--- src/rtl/ccff_loader_pkg.sv ---
// Shared definitions for the configuration-chain loader: FSM states,
// CRC-16/CCITT constants and the byte-wide CRC update.
package ccff_loader_pkg;

   typedef enum logic [2:0] {
      IDLE   = 3'd0,
      FETCH  = 3'd1,
      SHIFT  = 3'd2,
      CRC_HI = 3'd3,
      CRC_LO = 3'd4,
      CHECK  = 3'd5
   } state_t;

   localparam logic [15:0] CRC_POLY = 16'h1021;
   localparam logic [15:0] CRC_SEED = 16'hFFFF;

   // MSB-first, unreflected CRC-16 update over one full byte
   function automatic logic [15:0] crc16_byte_next(input logic [15:0] crc_in,
                                                   input logic [7:0]  data);
      logic [15:0] c;
      c = crc_in;
      for (int i = 7; i >= 0; i--) begin
         if (c[15] ^ data[i])
            c = {c[14:0], 1'b0} ^ CRC_POLY;
         else
            c = {c[14:0], 1'b0};
      end
      return c;
   endfunction

endpackage

--- src/rtl/ccff_clkgen.sv ---
// Divides clk into prog_clk while enabled; rise_en/fall_en flag the clk
// cycle at whose end prog_clk will rise/fall. Disabled means parked low.
module ccff_clkgen #(
   parameter int CLK_DIV = 2
) (
   input  logic clk,
   input  logic rst_n,
   input  logic enable,
   output logic prog_clk,
   output logic rise_en,
   output logic fall_en
);

   localparam int            CW       = (CLK_DIV > 1) ? $clog2(CLK_DIV) : 1;
   localparam logic [CW-1:0] DIV_LAST = CW'(CLK_DIV - 1);

   logic [CW-1:0] div_cnt;
   logic          wrap;

   assign wrap    = enable && (div_cnt == DIV_LAST);
   assign rise_en = wrap && !prog_clk;
   assign fall_en = wrap && prog_clk;

   always_ff @(posedge clk or negedge rst_n) begin
      if (!rst_n) begin
         div_cnt  <= '0;
         prog_clk <= 1'b0;
      end else if (!enable) begin
         div_cnt  <= '0;
         prog_clk <= 1'b0;
      end else if (wrap) begin
         div_cnt  <= '0;
         prog_clk <= !prog_clk;
      end else begin
         div_cnt  <= div_cnt + 1'b1;
      end
   end

endmodule

--- src/rtl/ccff_loader.sv ---
// Streams a CRC-protected bitstream into a fabric configuration chain,
// one bit per prog_clk period, and reports the CRC verdict.
module ccff_loader
   import ccff_loader_pkg::*;
#(
   parameter int CHAIN_LEN = 128,
   parameter int CLK_DIV   = 2
) (
   input  logic       clk,
   input  logic       rst_n,
   input  logic       start,
   input  logic [7:0] s_data,
   input  logic       s_valid,
   output logic       s_ready,
   output logic       prog_clk,
   output logic       ccff_head,
   output logic       busy,
   output logic       done,
   output logic       crc_err
);

   localparam int            BW       = $clog2(CHAIN_LEN + 1);
   localparam logic [BW-1:0] LAST_BIT = BW'(CHAIN_LEN);

   state_t        state, next_state;
   logic [6:0]    shift_reg;
   logic [3:0]    byte_bits;
   logic [BW-1:0] bit_cnt;
   logic [15:0]   crc, rx_crc;
   logic          handshake, rise_en, fall_en;
   logic          chain_full, byte_empty, crc_match;

   assign s_ready    = (state == FETCH) || (state == CRC_HI) || (state == CRC_LO);
   assign handshake  = s_valid && s_ready;
   assign chain_full = (bit_cnt == LAST_BIT);
   assign byte_empty = (byte_bits == 4'd8);
   assign crc_match  = (crc == rx_crc);
   assign busy       = (state != IDLE);
   assign done       = (state == CHECK) && crc_match;

   ccff_clkgen #(.CLK_DIV(CLK_DIV)) u_clkgen (
      .clk      (clk),
      .rst_n    (rst_n),
      .enable   (state == SHIFT),
      .prog_clk (prog_clk),
      .rise_en  (rise_en),
      .fall_en  (fall_en)
   );

   always_ff @(posedge clk or negedge rst_n) begin
      if (!rst_n)
         state <= IDLE;
      else
         state <= next_state;
   end

   // SHIFT is only left on a falling edge so prog_clk always parks low
   always_comb begin
      next_state = state;
      case (state)
         IDLE:    if (start) next_state = FETCH;
         FETCH:   if (handshake) next_state = SHIFT;
         SHIFT: begin
            if (fall_en) begin
               if (chain_full)
                  next_state = CRC_HI;
               else if (byte_empty)
                  next_state = FETCH;
            end
         end
         CRC_HI:  if (handshake) next_state = CRC_LO;
         CRC_LO:  if (handshake) next_state = CHECK;
         CHECK:   next_state = IDLE;
         default: next_state = IDLE;
      endcase
   end

   // ccff_head carries the current bit; shift_reg holds the rest of the byte
   always_ff @(posedge clk or negedge rst_n) begin
      if (!rst_n) begin
         shift_reg <= '0;
         byte_bits <= '0;
         bit_cnt   <= '0;
         crc       <= CRC_SEED;
         rx_crc    <= '0;
         ccff_head <= 1'b0;
         crc_err   <= 1'b0;
      end else begin
         case (state)
            IDLE: begin
               if (start) begin
                  crc_err <= 1'b0;
                  bit_cnt <= '0;
                  crc     <= CRC_SEED;
               end
            end
            FETCH: begin
               if (handshake) begin
                  ccff_head <= s_data[7];
                  shift_reg <= s_data[6:0];
                  byte_bits <= '0;
                  crc       <= crc16_byte_next(crc, s_data);
               end
            end
            SHIFT: begin
               if (rise_en) begin
                  bit_cnt   <= bit_cnt + 1'b1;
                  byte_bits <= byte_bits + 1'b1;
               end
               if (fall_en && !chain_full && !byte_empty) begin
                  ccff_head <= shift_reg[6];
                  shift_reg <= {shift_reg[5:0], 1'b0};
               end
            end
            CRC_HI:  if (handshake) rx_crc[15:8] <= s_data;
            CRC_LO:  if (handshake) rx_crc[7:0]  <= s_data;
            CHECK:   if (!crc_match) crc_err <= 1'b1;
            default: ;
         endcase
      end
   end

endmodule

--- config.mk ---
export PLATFORM = sky130hd
export DESIGN_NAME = ccff_loader
export DESIGN_NICKNAME = d
export VERILOG_FILES = /design/src/rtl/ccff_loader_pkg.sv /design/src/rtl/ccff_clkgen.sv /design/src/rtl/ccff_loader.sv
export SDC_FILE = /design/constraint.sdc
export NUM_CORES = 1
export LEC_CHECK = 0
export BUFFER_PORTS_ARGS = -buffer_cell sky130_fd_sc_hd__buf_2
export CORE_UTILIZATION = 40
export DETAILED_ROUTE_END_ITERATION = 10
export GPL_TIMING_DRIVEN = 0
export MAX_ROUTING_LAYER = met4
export PLACE_DENSITY = 0.64
export SYNTH_ARGS = -nofsm -noshare
export SYNTH_HDL_FRONTEND = slang
export SYNTH_HIERARCHICAL = 1
export SYNTH_SLANG_ARGS = --single-unit
--- constraint.sdc ---
create_clock -name clk -period 2.29 [get_ports clk]
set_clock_uncertainty 0.15 [all_clocks]
set_input_delay 0.687 -clock clk [delete_from_list [all_inputs] [get_ports clk]]
set_output_delay 0.687 -clock clk [all_outputs]
set_load 0.01 [all_outputs]
==> results.tsv, run 1 <==
metric	value	unit
cts_hold_buf	0	
clockBufferDepth	2	
dpl_cell_area	3220	um2
clkLatencyLatePin	0.35	ns
fp.dieH	88.8	um
rsz0062_at_grt	true	
p_total	4.60	mW
start_util	41.5	%
ir_drop	0.373	mV
syn2layout_area_growth	19.4	%
yosys.area.top_type	dfrtp_1	
fin_nets	321	
place_ws	-0.425	ns
finalMaxSlewViolations	0	
ys_ff_latch	58	
antenna_found_initial	0	
crit_fanout	2	
ant_nets	0	
r2r_start	state[1]$_DFFE_PN0P_	
cts_tree	done	
drtIter0Drc	74	
synth_common_cells	dfrtp_1 (42), mux2_2 (31), xor2_1 (28), nor2_1 (25), xnor2_1 (20)	
clk_pin_slew	0.07	ns
synth_flop_cell	dfrtp_1	
setup_tns	-0.545	ns
yosysMostFrequentCell	dfrtp_1	
netlist.area_leader.share	34.9	%
cp-start-kind	register	
grt_pass1_wl	10300	um
dieArea	7880	um2
fill_cells	662	
synth_warnings	6	
hold_violations	0	
viasPerCell	5.07	
design_area	3600	um2
r2r_cells	7	
syn_inst	265	
drive_gt1_share	38.1	%
crit_path_end_kind	primary output	
grt_pass1_vias	2040	
fin_crit_sh	124	%
gr-total-overflow	0	
cts_buffers	9	
timing_worst_setup_path_type	reg2out	
async_reset_ff_share	100	%
worstMarginPinSlew	0.733	ns
cts_sinks	58	
r2r_end	shift_reg[4]$_DFFE_PN0P_	
hpwl	4130	um
synth_cell_types	44	
finalCriticalPeriod	2.83	ns
ctsHtreeMaxLevel	3	
gp_congestion	0.800	
synth_edf_count	0	
die_w	88.8	um
p_leak	1.48	nW
relSlewSlack	51.1	%
num_io_pins	18	
synth_area	3010	um2
syn_avg_cell_area	11.4	um2
grt_max_degree	59	
finalWorstSetupSlack	-0.545	ns
rows	31	
synth.top_cells.by_area	dfrtp_1 (35%), dfstp_2 (14%), mux2_2 (12%)	
dpl.cell_count	381	
rrSetupSlack	0.09	ns
drc	0	
synth_nets	281	
grt_use_total	18.4	%
worstPathArrival	2.00	ns
drv_cap	0	
final_cells	409	
crit_required	1.45	ns
setup_violations	1	
status	finished, violations left	
clock-root-buffer	clkbuf_8	
port_buffers	17	
via_count	2075	
hp-class	in2async	
violations	negative setup slack	
max_freq	353	MHz
num_antenna_cells	0	
wl_per_cell	15.3	um
top_regs	crc x16, rx_crc x16, bit_cnt x8	
seq_area_frac_synth	48.9	%
core	7250	um2
drt_first_pass_iters	4	
p_per_area	1280	nW/um2
wirelength	6250	um
what timing repair did:
| item | CTS | global route |
|---|---|---|
| gates resized for setup | 8 | 9 |
| endpoints found under the setup margin | 20 | 13 |
| cloned | 0 | 0 |
| buffers inserted | 5 | 8 |
| pin swaps | 5 | 7 |
stage by stage:
| stage | util, % | hold slack [ns] |
|---|---|---|
| after global placement | 44.4 | 0.332 |
| after global routing | 49.6 | 0.304 |
| after CTS | 48.2 | 0.357 |
| final | 49.6 | 0.256 |
| after floorplan | - | 0.241 |
| after detailed placement | 44.4 | 0.341 |
placed cells by master (no fill, tap or decap), types with 3 or more instances in the layout:
| cell type | Yosys | final |
|---|---|---|
| a21oi_1 | 17 | 17 |
| buf_2 | 5 | 20 |
| buf_4 | 1 | 13 |
| clkbuf_8 | 0 | 9 |
| clkinv_4 | 0 | 4 |
| dfrtp_1 | 42 | 41 |
| dfstp_2 | 16 | 16 |
| ha_1 | 4 | 4 |
| inv_1 | 8 | 8 |
| mux2_2 | 31 | 31 |
| nand2_1 | 13 | 13 |
| nand3_1 | 3 | 3 |
| nand4_1 | 3 | 3 |
| nor2_1 | 25 | 23 |
| nor2_4 | 1 | 3 |
| nor4_2 | 0 | 4 |
| o21ai_0 | 6 | 6 |
| or3_1 | 3 | 3 |
| xnor2_1 | 20 | 20 |
| xor2_1 | 28 | 28 |
power breakdown:
group          switching, mW  leakage [nW]  internal (mW)  total [mW]
combinational          0.943         0.680          0.919        1.86
clock                  0.456        0.0956          0.508       0.965
sequential             0.295         0.706           1.48        1.77
worst max path at each step:
stage,end,slack (ns),depth (start not counted),startpoint
floorplan,bit_cnt[6]$_DFFE_PN0P_,0.01,9,state[2]$_DFFE_PN0P_
global placement,done,-0.37,5,crc[8]$_DFFE_PN1P_
detailed placement,bit_cnt[6]$_DFFE_PN0P_,-0.43,9,state[2]$_DFFE_PN0P_
CTS,done,-0.59,5,crc[5]$_DFFE_PN1P_
global route,done,-0.70,5,crc[3]$_DFFE_PN1P_
finish,done,-0.54,5,crc[14]$_DFFE_PN1P_
critical path: stages (launching register included):
cell and delay, ns:
dfstp_2 0.54, xor2_1 0.08, nor4_2 0.31, nand4_1 0.21, nor4bb_2 0.33, buf_2 0.18
per-layer routing:
layer | vias to the layer above | GRT usage [%] | part of all wire (%)
met5 | - | - | 0
met2 | 45 | 26.6 | 46
met3 | 10 | 4.76 | 4.3
met4 | 0 | 6.16 | 1.1
li1 | 988 | - | -
met1 | 1032 | 25.0 | 48
final cells by class:
type                    count  area (um2)  share of cell area, %
plain buffers               7        38.8                   1.08
clock buffers               9         124                   3.44
clock inverters             7        80.1                   2.23
inverters                   8        30.0                  0.835
multi-input cells         191        1540                   42.8
flip-flops and latches     58        1470                   40.9
well taps                  99         124                   3.44
repair buffers             30         189                   5.25
cells by family after synthesis:
kind of cell	after synthesis	share of synthesized area (%)
xor+xnor	48	14.0
mux	33	12.3
buf+inv	16	2.33
flops	58	48.9
compound gates	32	7.23
simple gates	74	13.7
fa+ha+maj	4	1.66
Power figures use the tool's default switching activity.
==> run 2: changes to the inputs <==
BUFFER_PORTS_ARGS = default   (was -buffer_cell sky130_fd_sc_hd__buf_2)
CELL_PAD_IN_SITES_DETAIL_PLACEMENT = 1   (was default)
CELL_PAD_IN_SITES_GLOBAL_PLACEMENT = 2   (was default)
CORE_UTILIZATION = 39   (was 40)
DONT_BUFFER_PORTS = 1   (was default)
PLACE_DENSITY = 0.82   (was 0.64)
==> results.tsv, run 2 (synthesized netlist as in run 1, its figures left out) <==
metric	value	unit	change
status	finished, violations left		unchanged
violations	negative setup slack		unchanged
drc	0		unchanged
top_regs	crc x16, rx_crc x16, bit_cnt x8		unchanged
p_per_area	1330	nW/um2	was 1280 nW/um2
finalMaxSlewViolations	0		unchanged
path_cells	xor2_2, nor4_4, nand4_1, nor4bb_4		was xor2_1, nor4_2, nand4_1, nor4bb_2, buf_2
drtIter0Drc	127		was 74
ir_drop	0.581	mV	was 0.373 mV
start_util	40.9	%	was 41.5%
finalWorstSetupSlack	-0.480	ns	was -0.545 ns
gr-total-overflow	0		unchanged
syn2layout_area_growth	17.4	%	was 19.4%
via_count	2000		was 2,075
worstPathArrival	1.93	ns	was 2.00 ns
crit_path_end_kind	primary output		unchanged
hpwl	4630	um	was 4130 um
fin_crit_sh	121	%	was 124%
grt_pass1_vias	2188		was 2,040
finalCriticalPeriod	2.77	ns	was 2.83 ns
rows	31		unchanged
crit_path_top_delay_cell	dfstp_2		unchanged
num_antenna_cells	0		unchanged
clk_pin_slew	0.07	ns	about the same
fill_cells	785		was 662
setup_violations	1		unchanged
clockBufferDepth	2		unchanged
num_io_pins	18		unchanged
hp-class	in2async		unchanged
die_w	89.9	um	was 88.8 um
cts_buffers	9		unchanged
drt_first_pass_iters	4		unchanged
final_core_util	48.0	%	was 49.6%
viasPerCell	5.17		was 5.07
drive_gt1_share	33.0	%	was 38.1%
drv_cap	0		unchanged
gp_congestion	0.790		was 0.800
fp.dieH	89.9	um	was 88.8 um
cts_sinks	58		unchanged
cp-start-kind	register		unchanged
max_freq	361	MHz	was 353 MHz
grt_use_total	19.8	%	was 18.4%
grt_max_degree	43		was 59
crit_fanout	3		was 2
clock-root-buffer	clkbuf_8		unchanged
dpl.cell_count	364		was 381
cts_tree	done		unchanged
port_buffers	0		was 17
core	7370	um2	was 7250 um2
crit_required	1.45	ns	about the same
rsz0062_at_grt	true		unchanged
ctsHtreeMaxLevel	3		unchanged
final_common_cell	dfrtp_1		unchanged
hold_violations	0		unchanged
antenna_found_initial	0		unchanged
fin_nets	299		was 321
relSlewSlack	60.3	%	was 51.1%
grt_pass1_wl	11700	um	was 10,300 um
setup_tns	-0.480	ns	was -0.545 ns
wl_per_cell	18.3	um	was 15.3 um
p_leak	1.43	nW	was 1.48 nW
slowest_delay	0.58	ns	was 0.54 ns
dieArea	8080	um2	was 7880 um2
clkLatencyLatePin	0.34	ns	was 0.35 ns
wirelength	7080	um	was 6250 um
ant_nets	0		unchanged
timing_worst_setup_path_type	reg2out		unchanged
final_cell_mix	dfrtp_1 (41), mux2_2 (31), xor2_1 (26)		was dfrtp_1 (41), mux2_2 (31), xor2_1 (28)
final_cells	387		was 409
worstMarginPinSlew	0.595	ns	was 0.733 ns
[run 2: per-stage QoR]
stage	hold WS, ns	setup slack (ns)	power, mW	instance area, um2
after detailed placement	0.243	-0.450	3.40	3140
after global placement	0.243	-0.453	3.34	3140
after global routing	0.00349	-0.574	4.98	3530
final	0.0370	-0.480	4.69	3530
after floorplan	0.241	0.0117	3.01	3010
after CTS	0.0170	-0.526	4.67	3490
[run 2: power breakdown]
group | internal (mW) | leakage (nW) | switching, mW
clock | 0.639 | 0.109 | 0.415
sequential | 1.48 | 0.706 | 0.328
combinational | 0.876 | 0.610 | 0.950
total | 2.99 | 1.43 | 1.69
[run 2: area by class of cell]
| type | instances | area (um2) | area share, % |
|---|---|---|---|
| buffer | 7 | 38.8 | 1.10 |
| clock buffer | 11 | 141 | 4.00 |
| clock inverter | 5 | 77.6 | 2.19 |
| inverter | 8 | 30.0 | 0.850 |
| multi-input combinational | 191 | 1560 | 44.1 |
| sequential | 58 | 1470 | 41.7 |
| tap | 99 | 124 | 3.50 |
| timing repair buffer | 8 | 92.6 | 2.62 |
[run 2: final timing paths]
kind / startpoint / to / slack [ns] / cells after the start
worst max register to register: state[2]$_DFFE_PN0P_ / shift_reg[1]$_DFFE_PN0P_ / 0.13 / 7
worst max-delay path: crc[12]$_DFFE_PN1P_ / done / -0.48 / 4
min in group clk: s_data[1] / rx_crc[1]$_DFFE_PN0P_ / 0.34 / 1
worst min-delay path: rst_n / crc[12]$_DFFE_PN1P_ / 0.04 / 0
worst min register to register: shift_reg[5]$_DFFE_PN0P_ / shift_reg[5]$_DFFE_PN0P_ / 0.36 / 1
max in group asynchronous: rst_n / state[2]$_DFFE_PN0P_ / 1.75 / 1
[run 2: timing repair]
action | CTS | global route
buffers inserted | 5 | 2
cloned | 0 | 0
endpoints found under the setup margin | 22 | 13
hold buffers | 1 | 0
endpoints found under the hold margin | 42 | 0
pin swaps | 7 | 8
gates resized for setup | 14 | 3
[run 2: critical path, delay by kind of cell, from the launching register on]
kind	cells	cell delay (ns)
xor gates and xnor gates	1	0.09
DFF	1	0.58
and+or+nand+nor	3	0.93
[run 2: layer usage]
metal	vias to the layer above	wire (um)	global-route usage (%)
met3	7	357	7.45
met5	-	0	-
met1	1020	3230	24.5
met2	30	3390	30.0
met4	0	97	6.72
li1	943	-	-
==> run 3: changes to the inputs <==
CORE_UTILIZATION = 46   (was 39)
PLACE_DENSITY = 0.9   (was 0.82)
clock period = 3.3 ns   (was 2.29 ns; I/O delays follow)
==> results.tsv, run 3 (synthesized netlist as in run 1, its figures left out) <==
metric	value	unit	change
timing_worst_setup_path_type	reg2out		unchanged
crit_path_end_kind	primary output		unchanged
final_common_cell	dfrtp_1		unchanged
core	6350	um2	was 7370 um2
port_buffers	0		unchanged
num_antenna_cells	0		unchanged
critPathBufInv	0		unchanged
ir_drop	0.462	mV	was 0.581 mV
die_w	82.9	um	was 89.9 um
finalMaxSlewViolations	0		unchanged
drv_cap	0		unchanged
relSlewSlack	59.6	%	was 60.3%
multi_input_comb_area	1510	um2	was 1560 um2
max_freq	314	MHz	
clockBufferDepth	2		unchanged
grt_pass1_vias	2144		was 2,188
rrSetupSlack	0.53	ns	was 0.13 ns
dieArea	6870	um2	was 8080 um2
setup_tns	0	ns	was -0.480 ns
fin_crit_sh	96.5	%	
dpl_cell_area	3110	um2	was 3140 um2
finalCriticalPeriod	3.18	ns	
fp.dieH	82.9	um	was 89.9 um
ctsHtreeMaxLevel	3		unchanged
antenna_found_initial	0		unchanged
clk_pin_slew	0.07	ns	about the same
cp_top_family	simple AND/OR/NAND/NOR gates		unchanged
syn2layout_area_growth	11.0	%	was 17.4%
grt-busiest-layer	met2		unchanged
worstPathArrival	2.04	ns	was 1.93 ns
via_count	1960		was 2,000
cts_buffers	9		unchanged
gp_congestion	0.762		was 0.790
clock-root-buffer	clkbuf_8		unchanged
setup_violations	0		was 1
r2r_start	state[2]$_DFFE_PN0P_		unchanged
crit_required	2.16	ns	was 1.45 ns
fill_cells	674		was 785
clkLatencyLatePin	0.35	ns	was 0.34 ns
num_io_pins	18		unchanged
grt_use_total	22.2	%	was 19.8%
drc	0		unchanged
drtIter0Drc	130		was 127
path_cells	xor2_2, nor4_4, nand4_1, nor4bb_4		unchanged
worstMarginPinSlew	0.606	ns	was 0.595 ns
rows	29		was 31
seqCellArea	1470	um2	about the same
cts_sinks	58		unchanged
design_area	3340	um2	was 3530 um2
wirelength	6690	um	was 7080 um
grt_pass1_wl	11300	um	was 11,700 um
cts_hold_buf	0		was 1
top_regs	crc x16, rx_crc x16, bit_cnt x8		unchanged
use_met3	5.67	%	was 7.45%
drt_first_pass_iters	4		unchanged
final_cell_mix	dfrtp_1 (42), mux2_2 (31), xor2_1 (27)		was dfrtp_1 (41), mux2_2 (31), xor2_1 (26)
cts_tree	done		unchanged
r2r_cells	9		was 7
ant_nets	0		unchanged
cp-start-kind	register		unchanged
fin_nets	294		was 299
p_per_area	906	nW/um2	was 1330 nW/um2
viasPerCell	5.46		was 5.17
hpwl	4610	um	was 4630 um
wl_per_cell	18.6	um	was 18.3 um
p_leak	1.37	nW	was 1.43 nW
crit_path_top_delay_cell	dfstp_2		unchanged
hp-class	in2async		unchanged
met1_usage	29.8	%	was 24.5%
rsz0062_at_grt	false		was true
drive_gt1_share	29.1	%	was 33.0%
start_util	47.4	%	was 40.9%
slowest_delay	0.59	ns	was 0.58 ns
gr-total-overflow	0		unchanged
crit_fanout	3		unchanged
grt_max_degree	59		was 43
hold_violations	0		unchanged
status	complete, no violations		was finished, violations left
r2r_end	bit_cnt[6]$_DFFE_PN0P_		was shift_reg[1]$_DFFE_PN0P_
use_met2	32.6	%	was 30.0%
-- run 3: where the power goes --
group | switching [mW] | total, mW | internal (mW)
Combinational | 0.600 | 1.15 | 0.551
Clock | 0.287 | 0.627 | 0.340
Sequential | 0.226 | 1.25 | 1.03
-- run 3: per-stage QoR --
stage          utilization, %  std cells  power, mW  hold WS, ns  setup WS [ns]
3_3_place_gp             48.9        342       2.30        0.333          0.274
4_1_cts                  52.0        357       3.01        0.170         0.0673
5_1_grt                  52.7        359       3.24        0.164         0.0421
3_5_place_dp             48.9        342       2.35        0.340          0.201
6_report                 52.7        359       3.03        0.183          0.116
2_1_floorplan               -        265       2.09        0.324          0.720
-- run 3: final cells by class --
class	instances	share of cell area (%)
plain buffers	8	1.20
clock inverters	6	1.76
well taps	77	2.88
flip-flops and latches	58	44.0
inverters	8	0.898
clock buffers	9	3.71
repair buffers	2	0.449
multi-input cells	191	45.1
-- run 3: per-layer routing --
layer  vias up  part of all wire (%)  wire length (um)
met5         -                     0                 0
met4         0                   1.8               122
met3        11                   3.1               210
met2        25                    46              3110
met1       988                    49              3250
li1        936                     -                 -
-- run 3: timing repair --
item | 4_1_cts | 5_1_grt
setup endpoints to repair | 1 | 1
setup buffers | 0 | 2
resized for setup | 2 | 3
pin swaps | 0 | 3
-- run 3: worst max-delay path by stage --
stage	cells after the start	to	start
6_report	4	done	crc[3]$_DFFE_PN1P_
5_1_grt	4	done	crc[11]$_DFFE_PN1P_
4_1_cts	4	done	crc[12]$_DFFE_PN1P_
3_5_place_dp	4	done	crc[12]$_DFFE_PN1P_
3_3_place_gp	4	done	crc[12]$_DFFE_PN1P_
2_1_floorplan	4	done	crc[12]$_DFFE_PN1P_
